===== config.mk =====
export PLATFORM = sky130hd
export DESIGN_NAME = stack_pointer_unit
export DESIGN_NICKNAME = d
export VERILOG_FILES = /design/src/rtl/stack_pointer_unit_pkg.sv /design/src/rtl/stack_pointer_unit_bus_driver.sv /design/src/rtl/stack_pointer_unit.sv
export SDC_FILE = /design/constraint.sdc
export NUM_CORES = 1
export LEC_CHECK = 0
export CAP_MARGIN = 20
export CORE_MARGIN = 5
export CORE_UTILIZATION = 40
export CTS_CLUSTER_DIAMETER = 200
export DETAILED_ROUTE_END_ITERATION = 10
export PLACE_DENSITY = 0.8
export SYNTH_ARGS = -nofsm -noshare
export SYNTH_HDL_FRONTEND = slang
export SYNTH_HIERARCHICAL = 1
export SYNTH_SLANG_ARGS = --single-unit

===== constraint.sdc =====
create_clock -name clk -period 3.4 [get_ports clk]
set_clock_uncertainty 0.2 [all_clocks]
set_input_delay 0.68 -clock clk [delete_from_list [all_inputs] [get_ports clk]]
set_output_delay 0.68 -clock clk [all_outputs]
set_load 0.01 [all_outputs]

===== src/rtl/stack_pointer_unit_pkg.sv =====
// Shared datapath definitions for the stack pointer unit and its bus-facing helpers.
//   - BUS_WIDTH / ADDR_WIDTH : internal byte bus and stack address widths
//   - STACK_PAGE_DEFAULT     : high address byte used for stack accesses
//   - sp_state_t             : push/pull sequencer states
//   - sp_cmd_t / sp_step_t   : command bundle and modulo-256 step result
package stack_pointer_unit_pkg;

  localparam int unsigned BUS_WIDTH  = 8;
  localparam int unsigned ADDR_WIDTH = 2 * BUS_WIDTH;

  localparam logic [BUS_WIDTH-1:0] STACK_PAGE_DEFAULT = 8'h01;
  localparam logic [BUS_WIDTH-1:0] SP_RESET_DEFAULT   = 8'hFF;

  typedef enum logic [1:0] {
    IDLE      = 2'd0,
    PUSH_ADDR = 2'd1,
    PULL_INC  = 2'd2,
    PULL_ADDR = 2'd3
  } sp_state_t;

  // Commands sampled from the control unit in one cycle.
  typedef struct packed {
    logic load;
    logic push;
    logic pull;
    logic inc;
    logic dec;
  } sp_cmd_t;

  // Result of a +/-1 update, with the 00/FF crossing flag.
  typedef struct packed {
    logic                 wrap;
    logic [BUS_WIDTH-1:0] value;
  } sp_step_t;

  function automatic sp_step_t sp_inc(input logic [BUS_WIDTH-1:0] v);
    sp_step_t r;
    r.value = v + BUS_WIDTH'(1);
    r.wrap  = (v == '1);
    return r;
  endfunction

  function automatic sp_step_t sp_dec(input logic [BUS_WIDTH-1:0] v);
    sp_step_t r;
    r.value = v - BUS_WIDTH'(1);
    r.wrap  = (v == '0);
    return r;
  endfunction

  // Keep only the highest-priority command: load > push > pull > inc > dec.
  function automatic sp_cmd_t sp_prioritize(input sp_cmd_t raw);
    sp_cmd_t r;
    r      = '0;
    if (raw.load)      r.load = 1'b1;
    else if (raw.push) r.push = 1'b1;
    else if (raw.pull) r.pull = 1'b1;
    else if (raw.inc)  r.inc  = 1'b1;
    else if (raw.dec)  r.dec  = 1'b1;
    return r;
  endfunction

endpackage


===== src/rtl/stack_pointer_unit_bus_driver.sv =====
// Gated byte source for one slot of the OR-combined internal bus.
// Drives value_i when drive_i is high, otherwise all zeros so the slot
// contributes nothing to the OR.
//   drive_i : select this source onto the bus
//   value_i : register value to present
//   data_o  : bus slot contribution (combinational)
module sp_bus_driver
  import stack_pointer_unit_pkg::*;
#(
  parameter int unsigned WIDTH = BUS_WIDTH
) (
  input  logic             drive_i,
  input  logic [WIDTH-1:0] value_i,
  output logic [WIDTH-1:0] data_o
);

  assign data_o = drive_i ? value_i : '0;

endmodule


===== src/rtl/stack_pointer_unit.sv =====
// 8-bit stack pointer with push (post-decrement) and pull (pre-increment)
// sequencing, page-1 stack address generation and a gated bus source.
//   clk, nrst  : clock, synchronous active-low reset
//   busIn      : internal bus output, loaded by loadSP
//   loadSP     : SP <= busIn (also aborts a running push/pull)
//   pushReq    : start push sequence
//   pullReq    : start pull sequence
//   incSP      : SP <= SP+1 when idle
//   decSP      : SP <= SP-1 when idle
//   driveSP    : place SP on busDrive
//   busDrive   : SP or 8'h00, combinational
//   stackAddr  : {STACK_PAGE, SP}, combinational
//   addrValid  : stack address is valid this cycle
//   busy       : push/pull sequence in progress
//   wrap       : one-cycle pulse after an update crossing 00/FF
module stack_pointer_unit
  import stack_pointer_unit_pkg::*;
#(
  parameter logic [BUS_WIDTH-1:0] RESET_VALUE = SP_RESET_DEFAULT,
  parameter logic [BUS_WIDTH-1:0] STACK_PAGE  = STACK_PAGE_DEFAULT
) (
  input  logic                  clk,
  input  logic                  nrst,
  input  logic [BUS_WIDTH-1:0]  busIn,
  input  logic                  loadSP,
  input  logic                  pushReq,
  input  logic                  pullReq,
  input  logic                  incSP,
  input  logic                  decSP,
  input  logic                  driveSP,
  output logic [BUS_WIDTH-1:0]  busDrive,
  output logic [ADDR_WIDTH-1:0] stackAddr,
  output logic                  addrValid,
  output logic                  busy,
  output logic                  wrap
);

  sp_state_t            state_q, state_d;
  logic [BUS_WIDTH-1:0] sp_q, sp_d;
  logic                 wrap_q, wrap_d;
  sp_cmd_t              cmd_raw, cmd;
  sp_step_t             step_up, step_dn;

  assign cmd_raw = '{load: loadSP, push: pushReq, pull: pullReq, inc: incSP, dec: decSP};
  assign cmd     = sp_prioritize(cmd_raw);
  assign step_up = sp_inc(sp_q);
  assign step_dn = sp_dec(sp_q);

  // Next-state logic; a load overrides everything, including a running sequence.
  always_comb begin
    state_d = state_q;
    sp_d    = sp_q;
    wrap_d  = 1'b0;
    if (cmd.load) begin
      sp_d    = busIn;
      state_d = IDLE;
    end else begin
      unique case (state_q)
        IDLE: begin
          if (cmd.push) begin
            state_d = PUSH_ADDR;
          end else if (cmd.pull) begin
            state_d = PULL_INC;
          end else if (cmd.inc) begin
            sp_d   = step_up.value;
            wrap_d = step_up.wrap;
          end else if (cmd.dec) begin
            sp_d   = step_dn.value;
            wrap_d = step_dn.wrap;
          end
        end
        // Address was presented with the pre-decrement SP this cycle.
        PUSH_ADDR: begin
          sp_d    = step_dn.value;
          wrap_d  = step_dn.wrap;
          state_d = IDLE;
        end
        // Pre-increment so the following address cycle uses the new SP.
        PULL_INC: begin
          sp_d    = step_up.value;
          wrap_d  = step_up.wrap;
          state_d = PULL_ADDR;
        end
        PULL_ADDR: begin
          state_d = IDLE;
        end
        default: begin
          state_d = IDLE;
        end
      endcase
    end
  end

  // State registers with synchronous reset.
  always_ff @(posedge clk) begin
    if (!nrst) begin
      state_q <= IDLE;
      sp_q    <= RESET_VALUE;
      wrap_q  <= 1'b0;
    end else begin
      state_q <= state_d;
      sp_q    <= sp_d;
      wrap_q  <= wrap_d;
    end
  end

  assign stackAddr = {STACK_PAGE, sp_q};
  assign addrValid = (state_q == PUSH_ADDR) || (state_q == PULL_ADDR);
  assign busy      = (state_q != IDLE);
  assign wrap      = wrap_q;

  sp_bus_driver #(
    .WIDTH (BUS_WIDTH)
  ) u_bus_driver (
    .drive_i (driveSP),
    .value_i (sp_q),
    .data_o  (busDrive)
  );

endmodule


## Word-level counts from Yosys, hierarchy flattened

Index checks and enable logic that the tools add are counted.

| cells by class | value |
|---|---|
| multiplexer cells | 24 |
| reduce and logical (&&, ||, !) cells | 8 |
| add/subtract/negate cells | 2 |
| bitwise gates (word level) | 1 |
| eq/ne operators | 8 |

Operators with widths:

| cell | count |
|---|---|
| 8-bit two-way mux | 6 |
| 8-bit case mux with 3 select lines | 1 |
| 1-bit two-way mux | 10 |
| 3-bit != test, second input constant | 3 |
| 8-bit by 1-bit adder with 8-bit output, second input constant | 1 |
| 8-bit == test, second input constant | 1 |
| 8-bit zero test | 1 |
| 8-bit by 1-bit subtractor with 8-bit output, second input constant | 1 |
| 2-bit two-way mux | 3 |
| 2-bit case mux with 3 select lines | 1 |
| 2-bit == test, second input constant | 2 |
| 4-bit two-way mux | 1 |
| 4-bit != test, second input constant | 1 |
| 4-bit AND reduction | 1 |
| 4-bit nonzero test | 1 |
| 2-bit OR reduction | 2 |
| 3-bit two-way mux | 1 |
| 1-bit case mux with 3 select lines | 1 |
| 2-bit by 1-bit == test with 1-bit output, second input constant | 1 |
| 2-bit zero test | 1 |
| 2-bit nonzero test | 1 |
| 1-bit logical OR | 1 |
| 1-bit inverter | 1 |

| storage, ports and cells | value |
|---|---|
| bits in registers | 11 |
| output and inout port bits | 27 |
| logic and storage cells | 46 |
| input port bits | 16 |

## Longest topological paths before layout

| logic depth | value |
|---|---|
| depth in word-level cells | 11 |
| mapped depth | 9 |
| depth with buffers taken out | 7 |

## Cells and area by module

The synthesis kept the hierarchy.

Modules (own cells, without submodules):

| module | cells each | instances | area an instance (um2) | sequential area each (um2) |
|---|---|---|---|---|
| stack_pointer_unit | 135 | 1 | 1056.0 | 220.2 |
| sp_bus_driver | 8 | 1 | 50.0 | 0.0 |

## Worst setup path before layout

OpenSTA, ideal clock, no wires.

| timing path | value |
|---|---|
| path kind | input to register |
| start | in pushReq |
| end | reg sp_q[2] |
| path buffers | 0 |
| arrival | 1.953 ns |
| stages | 5 |
| slack | 1.101 ns |
| data required time | 3.054 ns |
| setup time | 0.146 ns |
| path through | or4b_4 > o21a_4 > a22o_1 > o31ai_1 > o221ai_1 |

| on the way | value |
|---|---|
| word-level cells in the longest chain between the ends | 7 |
| elaborated cells between the ends (all ways) | 12 |
| classes of those cells | eq/ne: 3; mux: 8; reduce/logical: 1 |

RTL lines:

| element | line | RTL |
|---|---|---|
| start: declaration | stack_pointer_unit.sv:26 | `input logic pushReq,` |
| 3-bit two-way mux | stack_pointer_unit_pkg.sv:55 | `else if (raw.push) r.push = 1'b1;` |
| 4-bit two-way mux (*) | stack_pointer_unit_pkg.sv:54 | `if (raw.load) r.load = 1'b1;` |
| 8-bit two-way mux | stack_pointer_unit.sv:64 | `end else if (cmd.inc) begin` |
| 8-bit two-way mux | stack_pointer_unit.sv:62 | `end else if (cmd.pull) begin` |
| 8-bit two-way mux | stack_pointer_unit.sv:60 | `if (cmd.push) begin` |
| 8-bit case mux with 3 select lines | stack_pointer_unit.sv:58 | `unique case (state_q)` |
| 8-bit two-way mux | stack_pointer_unit.sv:54 | `if (cmd.load) begin` |
| end signal: assignment | stack_pointer_unit.sv:102 | `sp_q <= sp_d;` |
| end: declaration | stack_pointer_unit.sv:39 | `logic [BUS_WIDTH-1:0] sp_q, sp_d;` |

Every way passes the cells marked *; elsewhere a longest branch is shown, timed or not. The select of a mux whose other input is x is not followed.
A chain may end at the register's enable or synchronous reset.

## Final worst setup path

| timing path | value |
|---|---|
| start | in driveSP |
| end | out busDrive[5] |

| on the way | value |
|---|---|
| word-level cells in the longest chain between the ends | 1 |

RTL lines:

| element | line | RTL |
|---|---|---|
| start: declaration | stack_pointer_unit.sv:30 | `input logic driveSP,` |
| 8-bit two-way mux | stack_pointer_unit_bus_driver.sv:17 | `assign data_o = drive_i ? value_i : '0;` |
| end: declaration | stack_pointer_unit.sv:31 | `output logic [BUS_WIDTH-1:0] busDrive,` |

No other way between the ends.

==> results.py <==
metrics = {
    "cells_and_area": {
        "n_antenna_cell": 0,
        "area_growth_pct": 31.00,
        "finalNetCount": 198,
        "drive_gt1_frac": 0.08046,
        "multi_input_area_um2": 770.7,
        "fillCellCount": 287,
        "final_area_um2": 1449,
        "layout.area.seq_um2": 220.2,
    },
    "detailed_routing": {
        "via_per_inst": 5.668,
        "drc_errors": 0,
        "postRouteAntennaNets": 0,
        "routed_wl_um": 3053,
        "first_pass_iters": 5,
        "wl_per_cell_um": 14.89,
        "drt_iter0_drc": 15,
        "via_count": 1162,
    },
    "yosys": {
        "yosysMostFrequentCell": "dfxtp_1",
        "synthTopCellsByCount": "11 x dfxtp_1, 9 x and2_1, 9 x buf_4, 9 x nor2_1",
        "ys_types": 51,
        "synthFlopType": "dfxtp_1",
        "yosys-top-cells-area": "dfxtp_1 20%, ha_1 7.9%, buf_4 6.1%",
        "async_flop_share": 0,
        "syn_area_um2": 1106,
        "synth-seq-area-share": 0.1991,
        "synth-seq-cells": 11,
        "synth.avg_cell_area_um2": 7.735,
        "netlist.area_leader.share": 0.1991,
        "synth_area_leader_cell": "dfxtp_1",
        "synth_warnings": 6,
        "syn_inst": 143,
        "synth_edf_count": 0,
    },
    "power_and_ir_drop": {
        "p_leak_nw": 0.5824,
        "switching_power_uw": 164.5,
        "clkPwrFrac": 0.214,
        "seqPwrFrac": 0.362,
        "intPower_uw": 285.0,
        "comb_power_share": 0.423,
        "power.total_uw": 449.5,
        "ir_worst_vdd_uv": 201.4,
        "powerDensity_nw_per_um2": 310.2,
        "p_sw_frac": 0.3660,
    },
    "sta": {
        "slew_violations": 0,
        "setup-violations-final": 0,
        "finalCritPeriodShare": 0.8315,
        "tightest_slew_ns": 0.4752,
        "finalSetupTns_ns": 0,
        "maxSlewHeadroom": 0.6750,
        "final_hold_viol_count": 0,
        "max_freq_mhz": 353.7,
        "rsz0062_at_grt": "false",
        "fin_crit_ns": 2.827,
        "timing.hold.ws_ns": 0.4080,
    },
    "worst_setup_path": {
        "cp-startpoint": "driveSP",
        "critical_path_class": "in -> out",
        "r2r_setup_slack_ns": 1.03,
        "worstPathArrival_ns": 1.95,
        "crit_required_ns": 2.52,
        "critPathLaunchType": "input pin",
        "rr_endpoint": "sp_q[6]",
        "critPathCapture": "busDrive[5]",
        "crit_path_end_kind": "primary output",
        "reg2regPathDepth": 7,
        "worstPathMaxFanout": 8,
        "reg2reg_from": "state_q[0]",
    },
    "floorplan": {
        "die_x_um": 62.59,
        "std_cell_rows": 19,
        "die_area_um2": 3917,
        "core_um2": 2710,
        "die-height_um": 62.59,
        "initial_core_util": 0.4081,
        "io_pins": 43,
    },
    "global_route": {
        "antenna_found_initial": 0,
        "grt_max_degree": 13,
        "use_met1": 0.2039,
        "use_met2": 0.2591,
        "top_usage_layer": "met2",
        "grt_pass1_wl_um": 5244,
        "grt_pass1_vias": 1138,
        "grt_overflow": 0,
        "gr-usage-all-layers": 0.1598,
        "gr-usage-met3": 0.02518,
    },
    "clock_network": {
        "post_cts_resize_count": 0,
        "cts_buffers": 3,
        "clk_latency_ns": 0.28,
        "ctsHoldBuffers": 0,
        "cts_root_buffer": "clkbuf_4",
        "cts_num_sinks": 11,
        "clockBufferDepth": 2,
        "cts_tree": "done",
        "h-tree-depth": 1,
        "clk_pin_slew_ns": 0.08,
        "postCtsSetupRepairBufs": 0,
    },
    "worst_hold_path": {
        "hold_path_depth": 2,
        "min_path_type": "reg -> reg",
    },
    "place": {
        "gp_congestion": 0.8924,
        "place_area_um2": 1423,
        "io_buffers": 34,
        "dpl.hpwl_um": 2359,
    },
    "flow_run": {
        "cap_viol_max_count": 0,
    },
    "status": {
        "status": "complete, no violations",
    },
}
[power groups by stage]
stage / sequential [mW] / combinational (mW) / clock (mW)
4_1_cts: 0.162 / 0.191 / 0.100
3_5_place_dp: 0.165 / 0.190 / 0
2_1_floorplan: 0.159 / 0.123 / 0
6_report: 0.163 / 0.190 / 0.0963
3_3_place_gp: 0.164 / 0.187 / 0
5_1_grt: 0.166 / 0.208 / 0.107
[cells in the final DEF (no fill, tap or decap), types with 2 or more instances in the layout]
cell type / Yosys / layout
a211oi_1: 2 / 2
a21oi_1: 2 / 2
a31oi_1: 2 / 2
and2_1: 9 / 9
and4_1: 2 / 2
buf_4: 9 / 3
clkbuf_4: 0 / 3
clkdlybuf4s50_1: 0 / 34
conb_1: 2 / 8
dfxtp_1: 11 / 11
ha_1: 7 / 7
inv_1: 8 / 8
nand2_1: 8 / 8
nand3_1: 2 / 2
nor2_1: 9 / 9
nor2b_1: 4 / 4
nor3_1: 5 / 5
o211ai_1: 3 / 3
o21ai_0: 3 / 3
o21ai_1: 5 / 5
o21ai_2: 2 / 2
o221ai_1: 5 / 5
o22ai_1: 8 / 8
o31ai_1: 2 / 2
[how the worst min path moves through the flow]
stage	end	slack [ns]	from
floorplan	state_q[1]	0.37	state_q[1]
global placement	state_q[1]	0.39	state_q[1]
detailed placement	state_q[1]	0.40	state_q[1]
CTS	state_q[1]	0.41	state_q[1]
global route	state_q[1]	0.46	state_q[1]
finish	state_q[1]	0.41	state_q[1]
[kinds of logic (layout without fill, tap and decap cells)]
logic type | after synthesis | after routing | share of synthesized area
simple gates | 50 | 50 | 0.2579
compound gates | 47 | 47 | 0.3167
buf+inv | 24 | 49 | 0.1244
flops | 11 | 11 | 0.1991
fa+ha+maj | 7 | 7 | 0.07918
other cells | 2 | 8 | 0.006790
xor+xnor | 2 | 2 | 0.01584
[registers in the layout, summed over array words and instances, names as in the netlist]
name,count
sp_q,8
wrap,1
state_q,2
[layout make-up]
| type | instances | area share |
|---|---|---|
| Clock buffer | 4 | 0.01813 |
| Inverter | 8 | 0.02073 |
| Multi-Input combinational cell | 114 | 0.5320 |
| Sequential cell | 11 | 0.1520 |
| Tap cell | 31 | 0.02677 |
| Timing Repair Buffer | 37 | 0.2504 |
[worst max-delay path, cell delays in order]
cell,delay [ns]
clkdlybuf4s50_1,0.58
and2_1,0.16
clkdlybuf4s50_1,0.53
[through the flow]
stage,setup slack (ns),utilization,cells
finish,0.5727,0.5346,205
global route,0.4941,0.5346,205
CTS,0.5640,0.5346,205
detailed placement,0.4958,0.5249,201
global placement,0.4590,0.5249,201
floorplan,1.101,-,149
[routing by layer]
layer | vias up | share of wire
met2 | 42 | 0.47
li1 | 577 | -
met5 | - | 0
met3 | 7 | 0.051
met4 | 0 | 0.024
met1 | 536 | 0.46
Note: power is estimated with default switching activity, not from simulation.
